<file path="config.mk">
export PLATFORM = sky130hd
export DESIGN_NAME = pipeline_hazard_ctrl_flat
export DESIGN_NICKNAME = d
export VERILOG_FILES = /design/src/rtl/pipeline_hazard_ctrl_pkg.sv /design/src/rtl/pipeline_hazard_ctrl_if.sv /design/src/rtl/pipeline_hazard_ctrl_chk.sv /design/src/rtl/pipeline_hazard_ctrl_mul_busy_counter.sv /design/src/rtl/pipeline_hazard_ctrl.sv /design/src/flat_wrapper.sv
export SDC_FILE = /design/constraint.sdc
export NUM_CORES = 1
export LEC_CHECK = 0
export BUFFER_PORTS_ARGS = -buffer_cell sky130_fd_sc_hd__buf_2
export CAP_MARGIN = 20
export CORE_ASPECT_RATIO = 1.2
export CORE_MARGIN = 2
export CORE_UTILIZATION = 51
export CTS_BUF_LIST = sky130_fd_sc_hd__clkbuf_4 sky130_fd_sc_hd__clkbuf_8 sky130_fd_sc_hd__clkbuf_16
export CTS_CLUSTER_DIAMETER = 50
export CTS_CLUSTER_SIZE = 28
export DETAILED_ROUTE_END_ITERATION = 16
export PLACE_DENSITY = 0.83
export SLEW_MARGIN = 20
export SYNTH_ARGS = -nofsm -noshare
export SYNTH_HDL_FRONTEND = slang
export SYNTH_SLANG_ARGS = --single-unit
</file>
<file path="constraint.sdc">
create_clock -name clk -period 2.3 [get_ports clk]
set_input_delay 0.46 -clock clk [delete_from_list [all_inputs] [get_ports clk]]
set_output_delay 0.46 -clock clk [all_outputs]
set_load 0.01 [all_outputs]
</file>
<file path="src/rtl/pipeline_hazard_ctrl_pkg.sv">
// Shared types and helpers for the ID-stage hazard controller: forwarding-select
// encoding, the shadow pipeline entry and the register-match function.
package hazard_pkg;

    typedef enum logic [1:0] {
        FWD_REG = 2'd0,
        FWD_EX  = 2'd1,
        FWD_MEM = 2'd2
    } fwd_sel_t;

    typedef struct packed {
        logic       valid;
        logic [4:0] rd;
        logic       reg_write;
        logic       mem_read;
        logic       set_flags;
    } stage_ent_t;

    localparam logic [4:0] ZERO_REG = 5'd31;

    localparam stage_ent_t EMPTY_ENT = '{
        valid:     1'b0,
        rd:        5'd0,
        reg_write: 1'b0,
        mem_read:  1'b0,
        set_flags: 1'b0
    };

    // XZR is hard-wired zero, so it can never be a producer worth forwarding from
    function automatic logic src_match(stage_ent_t ent, logic [4:0] src, logic used);
        return used & ent.valid & ent.reg_write & (ent.rd == src) & (src != ZERO_REG);
    endfunction

    function automatic fwd_sel_t fwd_pick(logic ex_hit, logic mem_hit);
        fwd_sel_t sel;
        if (ex_hit) begin
            sel = FWD_EX;
        end else if (mem_hit) begin
            sel = FWD_MEM;
        end else begin
            sel = FWD_REG;
        end
        return sel;
    endfunction

endpackage

</file>
<file path="src/rtl/pipeline_hazard_ctrl_if.sv">
// Decode-stage hazard bundle: decoded ID fields in, pipeline gating and forwarding selects out.
interface pipeline_hazard_ctrl_if;

    logic       id_valid;
    logic [4:0] id_rn;
    logic [4:0] id_rm;
    logic [4:0] id_rd;
    logic       id_use_rn;
    logic       id_use_rm;
    logic       id_rd_src;
    logic       id_reg_write;
    logic       id_mem_read;
    logic       id_is_mul;
    logic       id_set_flags;
    logic       id_use_flags;
    logic       id_br_taken;

    logic       pc_stall;
    logic       ifid_stall;
    logic       ifid_flush;
    logic       idex_bubble;
    logic [1:0] fwd_a_sel;
    logic [1:0] fwd_b_sel;
    logic       flag_fwd;
    logic       mul_busy;

    modport master (
        output id_valid, id_rn, id_rm, id_rd, id_use_rn, id_use_rm, id_rd_src,
               id_reg_write, id_mem_read, id_is_mul, id_set_flags, id_use_flags,
               id_br_taken,
        input  pc_stall, ifid_stall, ifid_flush, idex_bubble, fwd_a_sel, fwd_b_sel,
               flag_fwd, mul_busy
    );

    modport slave (
        input  id_valid, id_rn, id_rm, id_rd, id_use_rn, id_use_rm, id_rd_src,
               id_reg_write, id_mem_read, id_is_mul, id_set_flags, id_use_flags,
               id_br_taken,
        output pc_stall, ifid_stall, ifid_flush, idex_bubble, fwd_a_sel, fwd_b_sel,
               flag_fwd, mul_busy
    );

endinterface

</file>
<file path="src/rtl/pipeline_hazard_ctrl_chk.sv">
// Structural invariants of the hazard controller outputs, observed on every clock.
module pipeline_hazard_ctrl_chk (
    input logic       clk,
    input logic       reset,
    input logic       pc_stall,
    input logic       ifid_stall,
    input logic       ifid_flush,
    input logic       idex_bubble,
    input logic [1:0] fwd_a_sel,
    input logic [1:0] fwd_b_sel,
    input logic       mul_busy
);

    a_stall_pair: assert property (@(posedge clk) disable iff (reset)
        pc_stall == ifid_stall);

    a_flush_excl: assert property (@(posedge clk) disable iff (reset)
        !(ifid_flush && pc_stall));

    a_bubble_stalls: assert property (@(posedge clk) disable iff (reset)
        idex_bubble |-> pc_stall);

    a_busy_holds: assert property (@(posedge clk) disable iff (reset)
        mul_busy |-> (pc_stall && !idex_bubble));

    a_fwd_enc: assert property (@(posedge clk) disable iff (reset)
        (fwd_a_sel != 2'd3) && (fwd_b_sel != 2'd3));

endmodule

</file>
<file path="src/rtl/pipeline_hazard_ctrl_mul_busy_counter.sv">
// Counts the extra EX cycles a multiply occupies; busy while the count is non-zero.
module mul_busy_counter #(
    parameter int MUL_LAT = 3
) (
    input  logic clk,
    input  logic reset,
    input  logic load,
    output logic busy
);

    localparam int            CW       = $clog2(MUL_LAT + 1);
    localparam logic [CW-1:0] LOAD_VAL = CW'(MUL_LAT - 1);
    localparam logic [CW-1:0] CNT_ZERO = CW'(0);
    localparam logic [CW-1:0] CNT_ONE  = CW'(1);

    logic [CW-1:0] cnt_r;

    // remaining-cycle counter: load on MUL entry, count down to zero
    always_ff @(posedge clk or posedge reset) begin
        if (reset) begin
            cnt_r <= CNT_ZERO;
        end else if (load) begin
            cnt_r <= LOAD_VAL;
        end else if (cnt_r != CNT_ZERO) begin
            cnt_r <= cnt_r - CNT_ONE;
        end else begin
            cnt_r <= cnt_r;
        end
    end

    assign busy = (cnt_r != CNT_ZERO);

endmodule

</file>
<file path="src/rtl/pipeline_hazard_ctrl.sv">
// ID-stage hazard controller: shadows EX/MEM destination info, raises load-use, flag and
// MUL stalls, squashes the fetch slot on taken branches and drives the ID forwarding selects.
module pipeline_hazard_ctrl
    import hazard_pkg::*;
#(
    parameter int MUL_LAT    = 3,
    parameter int DELAY_SLOT = 1
) (
    input  logic                  clk,
    input  logic                  reset,
    pipeline_hazard_ctrl_if.slave hif
);

    stage_ent_t ex_r;
    stage_ent_t mem_r;
    stage_ent_t ex_next_s;

    logic       use_a_s;
    logic       use_b_s;
    logic       use_rm_side_s;
    logic [4:0] src_b_s;
    logic       ex_a_s;
    logic       ex_b_s;
    logic       ex_rm_s;
    logic       mem_a_s;
    logic       mem_b_s;
    logic       load_use_s;
    logic       flag_ex_s;
    logic       flag_mem_s;
    logic       hazard_s;
    logic       mul_busy_s;
    logic       mul_load_s;
    logic       br_squash_s;

    assign use_a_s = hif.id_valid & hif.id_use_rn;
    assign use_b_s = hif.id_valid & (hif.id_rd_src | hif.id_use_rm);
    assign src_b_s = hif.id_rd_src ? hif.id_rd : hif.id_rm;
    // when port B carries rd, a used rm still has to be checked for load-use
    assign use_rm_side_s = hif.id_valid & hif.id_rd_src & hif.id_use_rm;

    assign ex_a_s  = src_match(ex_r,  hif.id_rn, use_a_s);
    assign ex_b_s  = src_match(ex_r,  src_b_s,   use_b_s);
    assign ex_rm_s = src_match(ex_r,  hif.id_rm, use_rm_side_s);
    assign mem_a_s = src_match(mem_r, hif.id_rn, use_a_s);
    assign mem_b_s = src_match(mem_r, src_b_s,   use_b_s);

    assign load_use_s = ex_r.mem_read & (ex_a_s | ex_b_s | ex_rm_s);
    assign flag_ex_s  = hif.id_valid & hif.id_use_flags & ex_r.valid & ex_r.set_flags;
    // a younger flag setter in EX supersedes the MEM one, so no stall is needed then
    assign flag_mem_s = hif.id_valid & hif.id_use_flags & mem_r.valid & mem_r.set_flags
                        & ~flag_ex_s;
    assign hazard_s   = load_use_s | flag_mem_s;

    assign br_squash_s = hif.id_valid & hif.id_br_taken & (DELAY_SLOT == 0);
    assign mul_load_s  = hif.id_valid & hif.id_is_mul & ~mul_busy_s & ~hazard_s;

    mul_busy_counter #(
        .MUL_LAT (MUL_LAT)
    ) u_mul_cnt (
        .clk   (clk),
        .reset (reset),
        .load  (mul_load_s),
        .busy  (mul_busy_s)
    );

    // pipeline gating, highest priority first: MUL hold, then bubble stall, then squash
    always_comb begin
        hif.pc_stall    = 1'b0;
        hif.ifid_stall  = 1'b0;
        hif.ifid_flush  = 1'b0;
        hif.idex_bubble = 1'b0;
        if (mul_busy_s) begin
            hif.pc_stall   = 1'b1;
            hif.ifid_stall = 1'b1;
        end else if (hazard_s) begin
            hif.pc_stall    = 1'b1;
            hif.ifid_stall  = 1'b1;
            hif.idex_bubble = 1'b1;
        end else if (br_squash_s) begin
            hif.ifid_flush = 1'b1;
        end else begin
            hif.ifid_flush = 1'b0;
        end
    end

    assign hif.fwd_a_sel = fwd_pick(ex_a_s, mem_a_s);
    assign hif.fwd_b_sel = fwd_pick(ex_b_s, mem_b_s);
    assign hif.flag_fwd  = flag_ex_s;
    assign hif.mul_busy  = mul_busy_s;

    // entry presented to the EX shadow stage on the next edge
    always_comb begin
        ex_next_s = EMPTY_ENT;
        if (hif.id_valid & ~hazard_s) begin
            ex_next_s.valid     = 1'b1;
            ex_next_s.rd        = hif.id_rd;
            ex_next_s.reg_write = hif.id_reg_write;
            ex_next_s.mem_read  = hif.id_mem_read;
            ex_next_s.set_flags = hif.id_set_flags;
        end else begin
            ex_next_s = EMPTY_ENT;
        end
    end

    // shadow EX/MEM advance; a busy MUL holds EX and sends a bubble down to MEM
    always_ff @(posedge clk or posedge reset) begin
        if (reset) begin
            ex_r  <= EMPTY_ENT;
            mem_r <= EMPTY_ENT;
        end else if (mul_busy_s) begin
            ex_r  <= ex_r;
            mem_r <= EMPTY_ENT;
        end else begin
            ex_r  <= ex_next_s;
            mem_r <= ex_r;
        end
    end

    pipeline_hazard_ctrl_chk u_chk (
        .clk         (clk),
        .reset       (reset),
        .pc_stall    (hif.pc_stall),
        .ifid_stall  (hif.ifid_stall),
        .ifid_flush  (hif.ifid_flush),
        .idex_bubble (hif.idex_bubble),
        .fwd_a_sel   (hif.fwd_a_sel),
        .fwd_b_sel   (hif.fwd_b_sel),
        .mul_busy    (hif.mul_busy)
    );

endmodule

</file>
<file path="src/flat_wrapper.sv">
// flat-port wrapper written by rule: the top's interface ports become plain ports
module pipeline_hazard_ctrl_flat import hazard_pkg::*;
#(
    parameter int MUL_LAT    = 3,
    parameter int DELAY_SLOT = 1
)
  (clk, reset, hif_id_valid, hif_id_rn, hif_id_rm, hif_id_rd, hif_id_use_rn, hif_id_use_rm, hif_id_rd_src, hif_id_reg_write, hif_id_mem_read, hif_id_is_mul, hif_id_set_flags, hif_id_use_flags, hif_id_br_taken, hif_pc_stall, hif_ifid_stall, hif_ifid_flush, hif_idex_bubble, hif_fwd_a_sel, hif_fwd_b_sel, hif_flag_fwd, hif_mul_busy);
  pipeline_hazard_ctrl_if hif_i ();
  input  logic clk;
  input  logic reset;
  input wire logic [$bits(hif_i.id_valid)-1:0] hif_id_valid;
  input wire logic [$bits(hif_i.id_rn)-1:0] hif_id_rn;
  input wire logic [$bits(hif_i.id_rm)-1:0] hif_id_rm;
  input wire logic [$bits(hif_i.id_rd)-1:0] hif_id_rd;
  input wire logic [$bits(hif_i.id_use_rn)-1:0] hif_id_use_rn;
  input wire logic [$bits(hif_i.id_use_rm)-1:0] hif_id_use_rm;
  input wire logic [$bits(hif_i.id_rd_src)-1:0] hif_id_rd_src;
  input wire logic [$bits(hif_i.id_reg_write)-1:0] hif_id_reg_write;
  input wire logic [$bits(hif_i.id_mem_read)-1:0] hif_id_mem_read;
  input wire logic [$bits(hif_i.id_is_mul)-1:0] hif_id_is_mul;
  input wire logic [$bits(hif_i.id_set_flags)-1:0] hif_id_set_flags;
  input wire logic [$bits(hif_i.id_use_flags)-1:0] hif_id_use_flags;
  input wire logic [$bits(hif_i.id_br_taken)-1:0] hif_id_br_taken;
  output wire logic [$bits(hif_i.pc_stall)-1:0] hif_pc_stall;
  output wire logic [$bits(hif_i.ifid_stall)-1:0] hif_ifid_stall;
  output wire logic [$bits(hif_i.ifid_flush)-1:0] hif_ifid_flush;
  output wire logic [$bits(hif_i.idex_bubble)-1:0] hif_idex_bubble;
  output wire logic [$bits(hif_i.fwd_a_sel)-1:0] hif_fwd_a_sel;
  output wire logic [$bits(hif_i.fwd_b_sel)-1:0] hif_fwd_b_sel;
  output wire logic [$bits(hif_i.flag_fwd)-1:0] hif_flag_fwd;
  output wire logic [$bits(hif_i.mul_busy)-1:0] hif_mul_busy;
  assign hif_i.id_valid = hif_id_valid;
  assign hif_i.id_rn = hif_id_rn;
  assign hif_i.id_rm = hif_id_rm;
  assign hif_i.id_rd = hif_id_rd;
  assign hif_i.id_use_rn = hif_id_use_rn;
  assign hif_i.id_use_rm = hif_id_use_rm;
  assign hif_i.id_rd_src = hif_id_rd_src;
  assign hif_i.id_reg_write = hif_id_reg_write;
  assign hif_i.id_mem_read = hif_id_mem_read;
  assign hif_i.id_is_mul = hif_id_is_mul;
  assign hif_i.id_set_flags = hif_id_set_flags;
  assign hif_i.id_use_flags = hif_id_use_flags;
  assign hif_i.id_br_taken = hif_id_br_taken;
  assign hif_pc_stall = hif_i.pc_stall;
  assign hif_ifid_stall = hif_i.ifid_stall;
  assign hif_ifid_flush = hif_i.ifid_flush;
  assign hif_idex_bubble = hif_i.idex_bubble;
  assign hif_fwd_a_sel = hif_i.fwd_a_sel;
  assign hif_fwd_b_sel = hif_i.fwd_b_sel;
  assign hif_flag_fwd = hif_i.flag_fwd;
  assign hif_mul_busy = hif_i.mul_busy;
  pipeline_hazard_ctrl #(.MUL_LAT(MUL_LAT), .DELAY_SLOT(DELAY_SLOT)) u_core (.clk(clk), .reset(reset), .hif(hif_i));
endmodule
</file>
==> results of run 1 <==
-- placed cells by master (no fill, tap or decap), types with 8 or more instances in the layout --
cell type and count:
xnor2_2 10, xor2_1 9, buf_4 21, nor2_1 15
dfrtp_1 14, o21ai_0 9, inv_1 13, buf_2 33
nand3_1 11, nand4_1 8
-- metal layers --
metal	global-route usage, %	vias to the layer above	wire length, um
met2	53.5	55	2440
li1	-	605	-
met4	15.1	0	148
met1	26.3	665	1570
met5	0	-	0
met3	2.78	17	171
-- worst max path at each step --
stage,start,end,slack [ps],cells after the start
after floorplan,hif_id_rd_src,hif_pc_stall,80,9
after global placement,hif_id_rd_src,hif_pc_stall,-70,9
after detailed placement,hif_id_rd_src,u_core.ex_r[7],-160,9
after CTS,u_core.ex_r[6],hif_idex_bubble,-80,8
after global routing,hif_id_rd_src,hif_idex_bubble,-210,10
final,u_core.ex_r[6],hif_idex_bubble,-170,8
-- what timing repair did --
| action | 4_1_cts | 5_1_grt |
|---|---|---|
| buffers inserted | 7 | 3 |
| endpoints found under the setup margin | 5 | 6 |
| gates resized for setup | 14 | 20 |
| pin swaps | 6 | 7 |
-- state kept, by name, summed over array words and instances, names as in the netlist --
signal / count
u_core.ex_r: 9
u_core.mem_r: 8
u_core.u_mul_cnt.cnt_r: 2
-- where the power goes --
| group | internal [mW] | switching, mW |
|---|---|---|
| clock network | 0.0648 | 0.0996 |
| logic | 0.408 | 0.468 |
| registers | 0.470 | 0.163 |
| total | 0.943 | 0.730 |
-- kinds of logic (layout without fill, tap and decap cells) --
| group | count (synthesis) | count (layout) |
|---|---|---|
| XOR/XNOR | 24 | 24 |
| multiplexers | 7 | 7 |
| AO/OA/AOI/OAI | 21 | 21 |
| adder cells (fa/ha/maj) | 1 | 1 |
| flip-flops | 19 | 19 |
| AND/OR/NAND/NOR | 52 | 52 |
| buffers and inverters | 22 | 71 |
| other | 1 | 1 |
-- worst max-delay path: cells and delay by family (launching register included) --
kind	cells	cell delay, ps
flip-flops	1	480
AND/OR/NAND/NOR	4	690
buffers and inverters	1	130
XOR/XNOR	1	210
AO/OA/AOI/OAI	2	200
-- final cells by class --
| cell class | count | share of cell area [%] |
|---|---|---|
| timing repair buffer | 54 | 18.0 |
| sequential | 19 | 26.9 |
| clock inverter | 1 | 0.280 |
| tap | 33 | 2.31 |
| multi-input combinational | 106 | 48.5 |
| clock buffer | 3 | 1.26 |
| inverter | 13 | 2.73 |
-- through the flow --
stage | instances | cell area, um2 | power (mW) | worst slack [ps] | utilization [%]
after global placement | 217 | 1530 | 1.20 | -69.2 | 61.7
after floorplan | 147 | 1290 | 1.05 | 77.5 | -
final | 229 | 1790 | 1.67 | -169 | 72.2
after CTS | 227 | 1660 | 1.53 | -81.6 | 66.9
after global routing | 229 | 1790 | 1.78 | -213 | 72.2
after detailed placement | 217 | 1530 | 1.27 | -156 | 61.7
==> flow_summary_export.csv, run 1 <==
group,metric,value,unit
critical_path,r2r_end,"u_core.ex_r[7]",
global_route,grt_pass1_wl,5.89,mm
drt,drc,0,
power_and_ir_drop,p_per_area,935,nW/um2
power_and_ir_drop,ir_worst_vdd,0.000771,V
logic_synthesis,syn_inst,147,
global_route,grt_max_degree,20,
drt,drt_iter0_drc,68,
clock_network,cts_hold_buf,0,
floorplanning,initial_core_util,52.1,%
critical_path,critPathMaxFanout,4,
drt,drt.antenna.violating_nets,0,
logic_synthesis,ys_top_cells_by_count,"19 x dfrtp_1, 15 x nor2_1, 15 x xnor2_1",
logic_synthesis,synth_compound_area_share,10.6,%
finish,finalNetCount,225,
critical_path,r2r_slack,-30,ps
timing,worstMarginPinSlew,691,ps
logic_synthesis,synth_flop_cell,"dfrtp_1",
global_route,antenna_found_initial,0,
logic_synthesis,syn_nets,175,
timing,fin_crit,2470,ps
logic_synthesis,synth.most_common_cell,"dfrtp_1",
outcome,violations,"negative setup slack",
logic_synthesis,synthMuxAreaShare,5.81,%
clock_network,cts_buffers,3,
clock_network,path_clk_slew,100,ps
hold_path,hold_path_class,"in2async",
logic_synthesis,synth.largest_area_cell,"dfrtp_1",
critical_path,critical-path-max-stage-delay,480,ps
timing,final-setup-viol-count,7,
critical_path,cp_cell_sequence,"xnor2_2 -> nand4_1 -> nor4b_2 -> nor2_1 -> o21ai_2 -> a21boi_2 -> nor2_1 -> buf_2",
floorplanning,num_rows,20,
critical_path,crit_slowest_cell,"dfrtp_2",
outcome,status,"finished, violations left",
clock_network,clockBufferDepth,2,
logic_synthesis,synth_area,1290,um2
timing,timing.final.crit_share,107,%
floorplanning,die_y,59.1,um
critical_path,cp-start-kind,"flip-flop",
logic_synthesis,synth_top_family_by_area,"simple AND/OR/NAND/NOR gates",
clock_network,clkLatencyLatePin,300,ps
floorplanning,die_area,2950,um2
floorplanning,core,2480,um2
finish,drive_gt1_share,44.4,%
critical_path,reg2reg_from,"u_core.ex_r[6]",
placement,gp_congestion,0.876,
timing,fin_tns_setup,-670,ps
finish,regArea,482,um2
critical_path,reg2regPathDepth,9,
finish,num_antenna_cells,0,
logic_synthesis,ys_seq_elements,19,
timing,fin_ws,-169,ps
timing,max_freq,405,MHz
timing,hold_ws,249,ps
critical_path,critPathMostFrequentCell,"nor2_1",
finish,areaGrowthSynthToFinish,38.6,%
logic_synthesis,ys_seq_area_share,36.8,%
timing,relSlewSlack,53.9,%
drt,post_drt_wl_per_cell,18.9,um
floorplanning,pin_count,37,
finish,nFillCells,178,
logic_synthesis,synth-xor-area-share,16.3,%
logic_synthesis,async_flop_share,100,%
critical_path,end_kind,"output pin",
placement,dp_hpwl,2.73,mm
global_route,grt_use_total,26.7,%
logic_synthesis,synth.avg_cell_area,8.78,um2
power_and_ir_drop,leakage,0.829,nW
drt,dr.pass1.iters,5,
global_route,grt-ovfl-total,0,
logic_synthesis,ys_types,31,
timing,grt_setup_unrepaired,"true",
critical_path,setup.worst_path.class,"reg2out",
clock_network,cts.sinks,19,
logic_synthesis,synth_edf_count,0,
clock_network,root_buffer,"clkbuf_4",
drt,vias_per_cell,5.86,
global_route,grt_pass1_vias,1386,
logic_synthesis,synthTopCellsByArea,"dfrtp_1 37%, xnor2_1 10%, xor2_1 6.1%, nand3_1 4.7%, nor2_1 4.4%",
timing,skew,5.15,ps
run,cap_violations,0,
logic_synthesis,yosys.area_share.simple,20.5,%
clock_network,htreeDepth,1,
placement,port_buffers,34,
critical_path,critPathRequiredTime,1840,ps
logic_synthesis,synthAdderAreaFrac,0.969,%
floorplanning,dieWidth,49.9,um
drt,vias,1342,
logic_synthesis,yosysTopAreaCellShare,36.8,%
timing,hold_viol,0,
finish,multi_input_area,867,um2
drt,routed_wl,4.33,mm
timing,drv_slew,0,
clock_network,cts_tree,"yes",
critical_path,critical_path_arrival,2010,ps
logic_synthesis,yosysWarnings,0,
Note: power is estimated with default switching activity, not from simulation.
==> run 2: changes to the inputs <==
--- a/config.mk
+++ b/config.mk
@@ -7,9 +7,11 @@
 export LEC_CHECK = 0
 export BUFFER_PORTS_ARGS = -buffer_cell sky130_fd_sc_hd__buf_2
 export CAP_MARGIN = 20
+export CELL_PAD_IN_SITES_DETAIL_PLACEMENT = 1
+export CELL_PAD_IN_SITES_GLOBAL_PLACEMENT = 1
 export CORE_ASPECT_RATIO = 1.2
 export CORE_MARGIN = 2
-export CORE_UTILIZATION = 51
+export CORE_UTILIZATION = 38
 export CTS_BUF_LIST = sky130_fd_sc_hd__clkbuf_4 sky130_fd_sc_hd__clkbuf_8 sky130_fd_sc_hd__clkbuf_16
 export CTS_CLUSTER_DIAMETER = 50
 export CTS_CLUSTER_SIZE = 28
==> flow_summary_export.csv, run 2 (synthesized netlist as in run 1, its figures left out) <==
group,metric,value,unit
floorplanning,die_y,67.9,um
floorplanning,core,3310,um2
critical_path,critical_path_arrival,1910,ps
finish,final_util,55.8,%
placement,dp_hpwl,3.42,mm
power_and_ir_drop,leakage,0.861,nW
floorplanning,pin_count,37,
finish,drive_gt1_share,46.3,%
critical_path,cp-start-kind,"flip-flop",
floorplanning,num_rows,23,
outcome,violations,"negative setup slack",
timing,worstMarginPinSlew,728,ps
drt,drt.antenna.violating_nets,0,
clock_network,cts_tree,"yes",
finish,layout_commonest_cell,"buf_2",
power_and_ir_drop,power,1.81,mW
timing,hold_ws,306,ps
placement,gp_congestion,0.778,
floorplanning,initial_core_util,39.0,%
clock_network,root_buffer,"clkbuf_8",
global_route,grt-ovfl-total,0,
clock_network,clkLatencyLatePin,260,ps
critical_path,critPathRequiredTime,1840,ps
clock_network,clockBufferDepth,2,
global_route,antenna_found_initial,0,
timing,drv_slew,0,
floorplanning,die_area,3880,um2
run,cap_violations,0,
critical_path,setup.worst_path.class,"reg2out",
timing,fin_crit,2370,ps
finish,final_cell_mix,"33 x buf_2, 25 x buf_4, 15 x nor2_1",
finish,largest_reg_flops,9,
global_route,grt_max_degree,20,
global_route,grt_use_total,24.0,%
hold_path,hold_path_class,"in2async",
timing,hold_viol,0,
clock_network,cts.sinks,19,
timing,final-setup-viol-count,4,
finish,top_register,"u_core.ex_r",
clock_network,path_clk_slew,70,ps
critical_path,critPathMaxFanout,4,
timing,skew,5.60,ps
power_and_ir_drop,p_per_area,980,nW/um2
critical_path,end_kind,"output pin",
timing,max_freq,423,MHz
placement,port_buffers,34,
finish,reg.largest.list,"u_core.ex_r: 9 flops, u_core.mem_r: 8 flops, u_core.u_mul_cnt.cnt_r: 2 flops",
drt,drc,0,
power_and_ir_drop,ir_worst_vdd,0.000775,V
drt,routed_wl,5.08,mm
drt,dr.pass1.iters,6,
drt,vias_per_cell,5.61,
drt,vias,1334,
timing,grt_setup_unrepaired,"true",
timing,fin_ws,-66.7,ps
drt,drt_iter0_drc,47,
global_route,grt_pass1_wl,6.80,mm
finish,finalNetCount,230,
clock_network,cts_hold_buf,0,
global_route,grt_pass1_vias,1402,
clock_network,htreeDepth,1,
timing,relSlewSlack,51.4,%
outcome,status,"finished, violations left",
timing,timing.final.crit_share,103,%
floorplanning,dieWidth,57.2,um
drt,post_drt_wl_per_cell,21.3,um
finish,num_antenna_cells,0,
finish,areaGrowthSynthToFinish,43.1,%
clock_network,cts_buffers,3,
## run 2: final timing paths
kind	startpoint	endpoint	slack (ps)	cells past startpoint
max	u_core.ex_r[3]	hif_pc_stall	-70	8
min	reset	u_core.u_mul_cnt.cnt_r[0]	310	2
max reg2reg	u_core.ex_r[5]	u_core.ex_r[1]	100	10
min reg2reg	u_core.ex_r[0]	u_core.mem_r[0]	580	2
max in group asynchronous	reset	u_core.ex_r[4]	1480	2
min in group clk	hif_id_set_flags	u_core.ex_r[0]	480	3
## run 2: routing by layer
| layer | part of all wire, % | GRT usage (%) |
|---|---|---|
| met5 | 0 | 0 |
| met4 | 3.2 | 12.8 |
| met1 | 37 | 25.1 |
| met3 | 2.2 | 2.65 |
| met2 | 58 | 46.8 |
## run 2: layout make-up
class | count | area, um2
sequential | 19 | 482
fill | 401 | 1460
inverter | 13 | 48.8
multi-input combinational | 106 | 858
timing repair buffer | 59 | 364
tap | 37 | 46.3
clock buffer | 4 | 48.8
## run 2: critical path, cell delays in order (launching register included)
cell	delay, ps
dfrtp_2	480
xnor2_2	200
nand4_1	140
nor4b_2	290
nor2_1	110
o21ai_2	100
a21boi_2	100
nand2_1	90
buf_2	150
## run 2: where the power goes
group          switching, mW  leakage [nW]  internal (mW)  total, mW
Combinational          0.492         0.596          0.428      0.920
Sequential             0.177         0.239          0.471      0.648
Clock                  0.109        0.0262          0.135      0.244
## run 2: timing repair
item | CTS | global route
hold endpoints to repair | 0 | 0
gates resized for setup | 20 | 14
setup endpoints to repair | 4 | 11
buffers inserted | 4 | 3
pin swaps | 3 | 5
## run 2: metrics by stage
stage                     instances  cell area (um2)  setup WS (ps)  TNS [ps]
final                           238             1850          -66.7      -207
after global routing            238             1850           -134      -495
after CTS                       235             1740          -36.0     -73.9
after detailed placement        227             1580           -283     -2060
after global placement          227             1580           -113      -980
after floorplan                 147             1290           77.5         0
